### src/rtl/mem_tag_responder_pkg.sv
// ---------------------------------------------------------------------------
// sys_defs: definitions shared by the memory tag responder and its users.
//   XLEN                 processor address width in bits
//   NUM_MEM_TAGS         number of usable tags (tags 1..15; 0 means "none")
//   MEM_LATENCY_DEFAULT  default acceptance-to-backing-store latency (cycles)
//   bus_command_t        BUS_NONE / BUS_LOAD / BUS_STORE (value 3 is illegal)
//   is_mem_cmd()         true for the two commands that start a transaction
// ---------------------------------------------------------------------------
package sys_defs;

    localparam int XLEN                = 32;
    localparam int NUM_MEM_TAGS        = 15;
    localparam int MEM_LATENCY_DEFAULT = 4;

    typedef enum logic [1:0] {
        BUS_NONE  = 2'h0,
        BUS_LOAD  = 2'h1,
        BUS_STORE = 2'h2
    } bus_command_t;

    function automatic logic is_mem_cmd(input logic [1:0] cmd);
        return (cmd == BUS_LOAD) || (cmd == BUS_STORE);
    endfunction

endpackage

### src/rtl/mem_tag_responder_if.sv
// ---------------------------------------------------------------------------
// mem_tag_responder_if: processor-side memory bus.
//   proc2mem_command   2   BUS_NONE / BUS_LOAD / BUS_STORE
//   proc2mem_addr      XLEN byte address (bits [2:0] ignored by the responder)
//   proc2mem_data      64  store data
//   mem_busy           1   forces rejection in the current cycle
//   mem2proc_response  4   combinational accept tag (0 = rejected)
//   mem2proc_tag       4   registered load-return tag (0 = nothing returned)
//   mem2proc_data      64  load-return data, 0 when no tag is returned
// master = processor / environment, slave = responder.
// ---------------------------------------------------------------------------
interface mem_tag_responder_if;
    import sys_defs::*;

    logic [1:0]      proc2mem_command;
    logic [XLEN-1:0] proc2mem_addr;
    logic [63:0]     proc2mem_data;
    logic            mem_busy;
    logic [3:0]      mem2proc_response;
    logic [3:0]      mem2proc_tag;
    logic [63:0]     mem2proc_data;

    modport master (
        output proc2mem_command, proc2mem_addr, proc2mem_data, mem_busy,
        input  mem2proc_response, mem2proc_tag, mem2proc_data
    );

    modport slave (
        input  proc2mem_command, proc2mem_addr, proc2mem_data, mem_busy,
        output mem2proc_response, mem2proc_tag, mem2proc_data
    );

endinterface

### src/rtl/mem_tag_responder_alloc.sv
// ---------------------------------------------------------------------------
// mem_tag_alloc: lowest-free tag selector.
//   busy      in   NUM_MEM_TAGS  bit k set = tag k outstanding (k = 1..15)
//   free_tag  out  4             lowest-numbered free tag, 0 if none free
//   any_free  out  1             at least one tag is free
// ---------------------------------------------------------------------------
module mem_tag_alloc
    import sys_defs::*;
(
    input  logic [NUM_MEM_TAGS:1] busy,
    output logic [3:0]            free_tag,
    output logic                  any_free
);

    // Scan from the top down so the lowest free tag is the last one written.
    always_comb begin
        free_tag = 4'd0;
        any_free = 1'b0;
        for (int k = NUM_MEM_TAGS; k >= 1; k--) begin
            if (!busy[k]) begin
                free_tag = 4'(k);
                any_free = 1'b1;
            end
        end
    end

endmodule

### src/rtl/mem_tag_responder.sv
// ---------------------------------------------------------------------------
// mem_tag_responder: tagged memory responder with a fixed-latency delay line
// in front of a synchronous single-port backing store.
//   Parameters
//     MEM_LATENCY    1..12, cycles from acceptance to backing-store access
//     MEM_ADDR_BITS  log2 of the number of 64-bit words in the backing store
//   Ports
//     clock          sole clock, rising edge
//     reset          asynchronous, active-low
//     bus            processor bus (slave modport of mem_tag_responder_if)
//     sram_addr      backing-store word address (0 when idle)
//     sram_rd_en     read strobe; data arrives on sram_rdata next cycle
//     sram_wr_en     write strobe (never together with sram_rd_en)
//     sram_wdata     write data
//     sram_rdata     read data, valid the cycle after sram_rd_en
// ---------------------------------------------------------------------------
module mem_tag_responder
    import sys_defs::*;
#(
    parameter int MEM_LATENCY   = MEM_LATENCY_DEFAULT,
    parameter int MEM_ADDR_BITS = 13
) (
    input  logic                     clock,
    input  logic                     reset,
    mem_tag_responder_if.slave       bus,
    output logic [MEM_ADDR_BITS-1:0] sram_addr,
    output logic                     sram_rd_en,
    output logic                     sram_wr_en,
    output logic [63:0]              sram_wdata,
    input  logic [63:0]              sram_rdata
);

    localparam int LAST = MEM_LATENCY - 1;

    logic [NUM_MEM_TAGS:1]    busy;
    logic [NUM_MEM_TAGS:1]    busy_nxt;
    logic [3:0]               free_tag;
    logic                     any_free;
    logic                     accept;
    logic [MEM_ADDR_BITS-1:0] word_addr;
    logic                     mature_load;
    logic                     mature_store;
    logic [3:0]               ret_tag;

    // One delay-line stage per cycle of latency; the last stage is the one
    // that touches the backing store.
    logic                     vld_p  [MEM_LATENCY];
    logic [1:0]               cmd_p  [MEM_LATENCY];
    logic [3:0]               tag_p  [MEM_LATENCY];
    logic [MEM_ADDR_BITS-1:0] addr_p [MEM_LATENCY];
    logic [63:0]              data_p [MEM_LATENCY];

    // Byte offset and bits above the store size are dropped (address wraps).
    logic unused_addr_bits;
    assign unused_addr_bits = ^{bus.proc2mem_addr[XLEN-1:MEM_ADDR_BITS+3],
                                bus.proc2mem_addr[2:0]};
    assign word_addr = bus.proc2mem_addr[MEM_ADDR_BITS+2:3];

    mem_tag_alloc u_alloc (
        .busy     (busy),
        .free_tag (free_tag),
        .any_free (any_free)
    );

    // Including reset here keeps the response at 0 while reset is held.
    assign accept = reset && !bus.mem_busy && any_free
                 && is_mem_cmd(bus.proc2mem_command);
    assign bus.mem2proc_response = accept ? free_tag : 4'd0;

    // ---- stage 0 .. LAST: delay line ----
    always_ff @(posedge clock or negedge reset) begin
        if (!reset) begin
            for (int k = 0; k < MEM_LATENCY; k++) begin
                vld_p[k] <= 1'b0;
            end
        end else begin
            vld_p[0] <= accept;
            for (int k = 1; k < MEM_LATENCY; k++) begin
                vld_p[k] <= vld_p[k-1];
            end
        end
    end

    // Payload only has meaning alongside its valid bit, so it is not reset.
    always_ff @(posedge clock) begin
        cmd_p[0]  <= bus.proc2mem_command;
        tag_p[0]  <= free_tag;
        addr_p[0] <= word_addr;
        data_p[0] <= bus.proc2mem_data;
        for (int k = 1; k < MEM_LATENCY; k++) begin
            cmd_p[k]  <= cmd_p[k-1];
            tag_p[k]  <= tag_p[k-1];
            addr_p[k] <= addr_p[k-1];
            data_p[k] <= data_p[k-1];
        end
    end

    // ---- stage LAST: backing-store access ----
    assign mature_load  = vld_p[LAST] && (cmd_p[LAST] == BUS_LOAD);
    assign mature_store = vld_p[LAST] && (cmd_p[LAST] == BUS_STORE);

    assign sram_rd_en = mature_load;
    assign sram_wr_en = mature_store;
    assign sram_addr  = vld_p[LAST] ? addr_p[LAST] : '0;
    assign sram_wdata = mature_store ? data_p[LAST] : 64'd0;

    // ---- return stage: tag registered, data straight from the store ----
    always_ff @(posedge clock or negedge reset) begin
        if (!reset) begin
            ret_tag <= 4'd0;
            busy    <= '0;
        end else begin
            ret_tag <= mature_load ? tag_p[LAST] : 4'd0;
            busy    <= busy_nxt;
        end
    end

    // Frees are computed from the registered bitmap, so a tag released this
    // cycle only becomes visible to the allocator next cycle.
    always_comb begin
        busy_nxt = busy;
        if (accept) begin
            busy_nxt[free_tag] = 1'b1;
        end
        if (ret_tag != 4'd0) begin
            busy_nxt[ret_tag] = 1'b0;
        end
        if (mature_store) begin
            busy_nxt[tag_p[LAST]] = 1'b0;
        end
    end

    assign bus.mem2proc_tag  = ret_tag;
    assign bus.mem2proc_data = (ret_tag != 4'd0) ? sram_rdata : 64'd0;

endmodule

### src/flat_wrapper.sv
// flat-port wrapper written by rule: the top's interface ports become plain ports
module mem_tag_responder_flat import sys_defs::*;
#(
    parameter int MEM_LATENCY   = MEM_LATENCY_DEFAULT,
    parameter int MEM_ADDR_BITS = 13
)
  (clock, reset, sram_addr, sram_rd_en, sram_wr_en, sram_wdata, sram_rdata, bus_proc2mem_command, bus_proc2mem_addr, bus_proc2mem_data, bus_mem_busy, bus_mem2proc_response, bus_mem2proc_tag, bus_mem2proc_data);
  mem_tag_responder_if bus_i ();
  input  logic clock;
  input  logic reset;
  output logic [MEM_ADDR_BITS-1:0] sram_addr;
  output logic sram_rd_en;
  output logic sram_wr_en;
  output logic [63:0] sram_wdata;
  input  logic [63:0] sram_rdata;
  input wire logic [$bits(bus_i.proc2mem_command)-1:0] bus_proc2mem_command;
  input wire logic [$bits(bus_i.proc2mem_addr)-1:0] bus_proc2mem_addr;
  input wire logic [$bits(bus_i.proc2mem_data)-1:0] bus_proc2mem_data;
  input wire logic [$bits(bus_i.mem_busy)-1:0] bus_mem_busy;
  output wire logic [$bits(bus_i.mem2proc_response)-1:0] bus_mem2proc_response;
  output wire logic [$bits(bus_i.mem2proc_tag)-1:0] bus_mem2proc_tag;
  output wire logic [$bits(bus_i.mem2proc_data)-1:0] bus_mem2proc_data;
  assign bus_i.proc2mem_command = bus_proc2mem_command;
  assign bus_i.proc2mem_addr = bus_proc2mem_addr;
  assign bus_i.proc2mem_data = bus_proc2mem_data;
  assign bus_i.mem_busy = bus_mem_busy;
  assign bus_mem2proc_response = bus_i.mem2proc_response;
  assign bus_mem2proc_tag = bus_i.mem2proc_tag;
  assign bus_mem2proc_data = bus_i.mem2proc_data;
  mem_tag_responder #(.MEM_LATENCY(MEM_LATENCY), .MEM_ADDR_BITS(MEM_ADDR_BITS)) u_core (.clock(clock), .reset(reset), .bus(bus_i), .sram_addr(sram_addr), .sram_rd_en(sram_rd_en), .sram_wr_en(sram_wr_en), .sram_wdata(sram_wdata), .sram_rdata(sram_rdata));
endmodule
### config.mk
export PLATFORM = sky130hd
export DESIGN_NAME = mem_tag_responder_flat
export DESIGN_NICKNAME = d
export VERILOG_FILES = /design/src/rtl/mem_tag_responder_pkg.sv /design/src/rtl/mem_tag_responder_if.sv /design/src/rtl/mem_tag_responder_alloc.sv /design/src/rtl/mem_tag_responder.sv /design/src/flat_wrapper.sv
export SDC_FILE = /design/constraint.sdc
export NUM_CORES = 1
export LEC_CHECK = 0
export BUFFER_PORTS_ARGS = -buffer_cell sky130_fd_sc_hd__buf_2
export CORE_ASPECT_RATIO = 2
export CORE_MARGIN = 2
export CORE_UTILIZATION = 54
export CTS_BUF_LIST = sky130_fd_sc_hd__clkbuf_2
export DETAILED_ROUTE_END_ITERATION = 10
export PLACE_DENSITY = 0.86
export SETUP_SLACK_MARGIN = 0.3
export SYNTH_ARGS = -nofsm -noshare
export SYNTH_HDL_FRONTEND = slang
export SYNTH_HIERARCHICAL = 1
export SYNTH_SLANG_ARGS = --single-unit
### constraint.sdc
create_clock -name clock -period 3.8 [get_ports clock]
set_input_delay 0.19 -clock clock [delete_from_list [all_inputs] [get_ports clock]]
set_output_delay 0.19 -clock clock [all_outputs]
set_load 0.05 [all_outputs]
Yosys cells after proc, flatten, opt, wreduce, memory -nomap -nowiden
Memory sizes are Yosys's and may differ from the RTL's.
Index checks and enable logic that the tools add are counted.
- output and inout port bits: 151
- register bits: 23
- RAM bits: 332
- memories kept: 4
- memories (name ; words ; width ; read ports ; clocked after Yosys merged registers in ; write ports ; RTL line ; RTL):
    u_core.data_p ; 4 ; 64 ; 4 ; 0 ; 4 ; mem_tag_responder.sv:51 ; logic [63:0] data_p [MEM_LATENCY];
    u_core.addr_p ; 4 ; 13 ; 4 ; 0 ; 4 ; mem_tag_responder.sv:50 ; logic [MEM_ADDR_BITS-1:0] addr_p [MEM_LATENCY];
    u_core.tag_p ; 4 ; 4 ; 4 ; 0 ; 4 ; mem_tag_responder.sv:49 ; logic [3:0] tag_p [MEM_LATENCY];
    u_core.cmd_p ; 4 ; 2 ; 4 ; 0 ; 4 ; mem_tag_responder.sv:48 ; logic [1:0] cmd_p [MEM_LATENCY];
- bitwise gates (word level): 5
- muxes and demuxes: 44
- equality and inequality tests: 4
- reduce and logical (&&, ||, !) cells: 11
- magnitude comparators: 6
- operator list (kind ; number):
    64-bit 2-to-1 mux ; 2
    4-bit 2-to-1 mux ; 17
    15-bit 2-to-1 mux ; 3
    15-bit bitwise AND ; 2
    15-bit NOT ; 2
    1-bit 2-to-1 mux ; 18
    4-bit by 5-bit less-than comparator with 1-bit output (second input constant) ; 3
    15-bit OR ; 1
    13-bit 2-to-1 mux ; 1
    1-bit demux with 4-bit select ; 3
    4-bit by 1-bit greater-or-equal comparator with 1-bit output (second input constant) ; 3
    1-bit logical AND ; 8
    2-bit by 1-bit == test with 1-bit output (second input constant) ; 2
    2-bit == test (second input constant) ; 2
    4-bit nonzero test ; 1
    1-bit logical NOT ; 1
    1-bit logical OR ; 1

Depth between registers and ports, before layout
- depth in word-level cells: 25
- gate-level depth with buffers: 8
- depth with buffers taken out: 7

Hierarchy
The synthesis kept the hierarchy.
- modules (own cells, without submodules) (module ; area an instance (µm²) ; times used ; cells each ; sequential area each (µm²)):
    mem_tag_responder ; 8780.9 ; 1 ; 609 ; 7221.9
    mem_tag_alloc ; 155.1 ; 1 ; 31 ; 0.0

Worst setup path before layout
No wires, ideal clock.
- path type: flip-flop to output port
- start point: register u_core.ret_tag[0], in the netlist u_core/bus.mem2proc_tag[0]
- end point: output bus_mem2proc_data[10]
- data required time: 3610 ps
- setup slack: 1816 ps
- data arrival time: 1794 ps
- path buffers: 1
- cell stages (with the launch flop): 4
- path through: dfrtp_1 nor4_4 buf_2 nor2b_1
- cells in the longest elaborated chain, start to end: 2
- RTL lines (item ; RTL line ; RTL):
    from (decl) ; mem_tag_responder.sv:43 ; logic [3:0] ret_tag;
    from (signal assigned) ; mem_tag_responder.sv:113 ; ret_tag <= mature_load ? tag_p[LAST] : 4'd0;
    4-bit nonzero test ; mem_tag_responder.sv:134 ; assign bus.mem2proc_data = (ret_tag != 4'd0) ? sram_rdata : 64'd0;
    64-bit 2-to-1 mux ; mem_tag_responder.sv:134 ;
    to (decl) ; flat_wrapper.sv:22 ; output wire logic [$bits(bus_i.mem2proc_data)-1:0] bus_mem2proc_data;
Every way passes these cells.

Worst setup path after layout
- start point: register u_core/vld_p[0] (netlist bit)
- end point: output sram_wdata[19]
- cells in the longest elaborated chain, start to end: 2
- RTL lines (item ; RTL line ; RTL):
    from (decl) ; mem_tag_responder.sv:47 ; logic vld_p [MEM_LATENCY];
    from (signal, indexed assignment) ; mem_tag_responder.sv:79 ; vld_p[k] <= vld_p[k-1];
    1-bit logical AND ; mem_tag_responder.sv:100 ; assign mature_store = vld_p[LAST] && (cmd_p[LAST] == BUS_STORE);
    64-bit 2-to-1 mux ; mem_tag_responder.sv:105 ; assign sram_wdata = mature_store ? data_p[LAST] : 64'd0;
    to (decl) ; flat_wrapper.sv:14 ; output logic [63:0] sram_wdata;
Every way passes these cells.

==> results_dict.tcl <==
set metrics [dict create \
    synthArstFlopShare_pct 6.48 \
    ir_drop_mv 0.425 \
    ys_ff_latch 355 \
    place_inst 1125 \
    die-area_sq_um 17700 \
    stdcell_area_sq_um 12800 \
    worst_ep_required_time_ns 3.61 \
    hp-class "in2reg" \
    post-route-drc-count 0 \
    overflow 0 \
    wl_microns 26500 \
    gp_congestion 0.986 \
    via_per_inst 4.75 \
    grt_first_pass_wirelength_microns 37100 \
    port_buffers 296 \
    finalHoldViolCount 0 \
    pre_cts_slack_ns 1.48 \
    yosysWarnings 6 \
    syn_area_per_cell_sq_um 14.0 \
    routed.top_layer "met4" \
    synth_cells 640 \
    dp.final_hpwl_microns 15000 \
    period_share_pct 83.1 \
    initial_core_util_pct 54.9 \
    htreeDepth 3 \
    crit_type "reg2out" \
    core_sq_um 16300 \
    drive_gt1_share_pct 34.6 \
    post_cts_buffers 0 \
    synth_cell_types 32 \
    routed-wl-met3_microns 1800 \
    fin_crit_ns 3.16 \
    path_cells "nand3b_1 > inv_1 > buf_4 > and2_1 > buf_2" \
    setup_ws_ns 0.642 \
    die_h_microns 186 \
    clock_latency_ns 0.82 \
    drtIter0Drc 243 \
    fin_cells 1405 \
    synthFlopType "dfxtp_1" \
    slew_headroom_pct 26.7 \
    fin_util_pct 78.6 \
    nets 1309 \
    io-pin-count 316 \
    end_kind "output port" \
    antenna_found_initial 3 \
    cp_top_family "buffers and inverters" \
    tightest_slew_ns 1.10 \
    placed_area_sq_um 10600 \
    status "completed" \
    cap_violations 0 \
    wl_met2_microns 15100 \
    cts_tree "built" \
    vias 6676 \
    synth_edf_count 0 \
    die_x_microns 95.0 \
    finalPower_mw 7.10 \
    pwr_density_cell_nw_per_um2 555 \
    wire_per_inst_microns 18.9 \
    fp-row-count 66 \
    slew_viol_final 0 \
    worstSetupStartpointType "register" \
    syn_nets 805 \
    slowest_delay_ns 0.61 \
    synth_area_sq_um 8940 \
    cellLeakagePower_nw 6.28 \
    first_pass_iters 4 \
    worst_clock_skew_ns 0.0495 \
    path_clk_slew_ns 0.11 \
    area.growth.synth_to_final_pct 43.2 \
    numCtsBuffers 70 \
    grt_pass1_vias 7001 \
    cts_resized 0 \
    globalRouteTotalUtil_pct 29.5 \
    cp.arrival_ns 2.97 \
    path_max_fanout 65 \
    clkSinkCount 355 \
    worst_path_max_delay_cell "dfrtp_1" \
    met1_length_microns 7730 \
    cts_buffer_depth 3 \
    fin_setup_tns_ns 0 \
    grt_max_degree 66 \
    max_freq_mhz 317 \
    holdWs_ns 0.0774 \
    cts_root_buffer "clkbuf_2" \
    setup_viol 0 \
    postRouteAntennaNets 0 \
    rsz0062_at_grt "no" \
    ys_seq_area_share_pct 80.8 \
    cp_num_buf_inv 3 \
]
-- timing repair --
item	4_1_cts	5_1_grt
hold buffers	139	12
endpoints found under the hold margin	107	12
endpoints found under the setup margin	0	0
-- Yosys cell counts (2+ instances only) --
| library cell | instances | area (sq um) |
|---|---|---|
| nand2b_1 | 7 | 43.8 |
| dfrtp_1 | 23 | 576 |
| and3b_1 | 2 | 17.5 |
| and2_1 | 83 | 519 |
| and3_1 | 4 | 25.0 |
| clkbuf_1 | 8 | 30.0 |
| nor3_1 | 20 | 100 |
| inv_1 | 11 | 41.3 |
| o22ai_1 | 3 | 18.8 |
| o21ai_0 | 3 | 15.0 |
| clkbuf_2 | 2 | 10.0 |
| a41oi_1 | 11 | 96.3 |
| dfxtp_1 | 332 | 6650 |
| a211oi_1 | 8 | 60.1 |
| nand2_1 | 11 | 41.3 |
| a21oi_1 | 2 | 10.0 |
| nor4_1 | 5 | 31.3 |
| buf_2 | 7 | 35.0 |
| nor2b_1 | 69 | 432 |
| nand3_1 | 2 | 10.0 |
| nor2_1 | 13 | 48.8 |
| nand4_1 | 4 | 25.0 |
-- worst paths after layout --
kind	start	to	slack (ns)	cells past startpoint
min in group asynchronous	reset	u_core/busy[5]	0.70	3
max reg2reg	u_core/vld_p[0]	u_core/busy[11]	1.56	3
max in group asynchronous	reset	u_core/vld_p[1]	2.40	3
min reg2reg	u_core/data_p[0][54]	u_core/data_p[1][54]	0.30	0
min	bus_proc2mem_data[36]	u_core/data_p[0][36]	0.08	2
max	u_core/vld_p[0]	sram_wdata[19]	0.64	5
-- logic make-up (layout without fill, tap and decap cells) --
| kind of cell | Yosys count | after routing | synth area share (%) |
|---|---|---|---|
| simple gates | 223 | 223 | 14.9 |
| xor+xnor | 1 | 1 | 0.182 |
| compound gates | 32 | 32 | 2.73 |
| flops | 355 | 355 | 80.8 |
| other cells | 0 | 5 | 0 |
| buf+inv | 29 | 585 | 1.39 |
-- cell type report --
type	instances	area, sq um
antenna	5	12.5
clock buffer	107	536
clock inverter	17	120
fill	933	3480
inverter	11	41.3
multi-input combinational	256	1590
sequential	355	7220
tap	204	255
timing repair buffer	450	3020
-- flip-flops by register name (all words and copies together) (netlist names) --
register and cells:
u_core/addr_p 52, u_core/bus.mem2proc_tag 4, u_core/busy 15, u_core/cmd_p 8, u_core/data_p 256, u_core/tag_p 16
u_core/vld_p 4
-- metal layers --
metal	vias to the layer above	track usage, %
li1	3109	-
met1	3100	24.3
met2	366	56.2
met3	101	7.85
met4	0	22.6
met5	-	0
-- power by group --
part           internal, mW  switching, mW
sequential             4.00          0.157
clock                 0.878           1.39
combinational         0.278          0.400
-- placed cells by master (no fill, tap or decap), drive strengths merged, types with 2 or more instances in the layout --
cell type      n
nand4          4
and3b          2
diode          5
a41oi         11
and3           4
clkbuf       107
o22ai          3
nand2         11
nor4           6
nand3          2
dfxtp        332
a21oi          2
nor3          20
inv           12
nor2          13
nand2b         7
clkinv        14
o21ai          3
buf          299
and2          83
bufinv         2
dlygate4sd3  151
dfrtp         23
nor2b         69
a211oi         8
No activity file was read; power rests on OpenSTA's default activity.
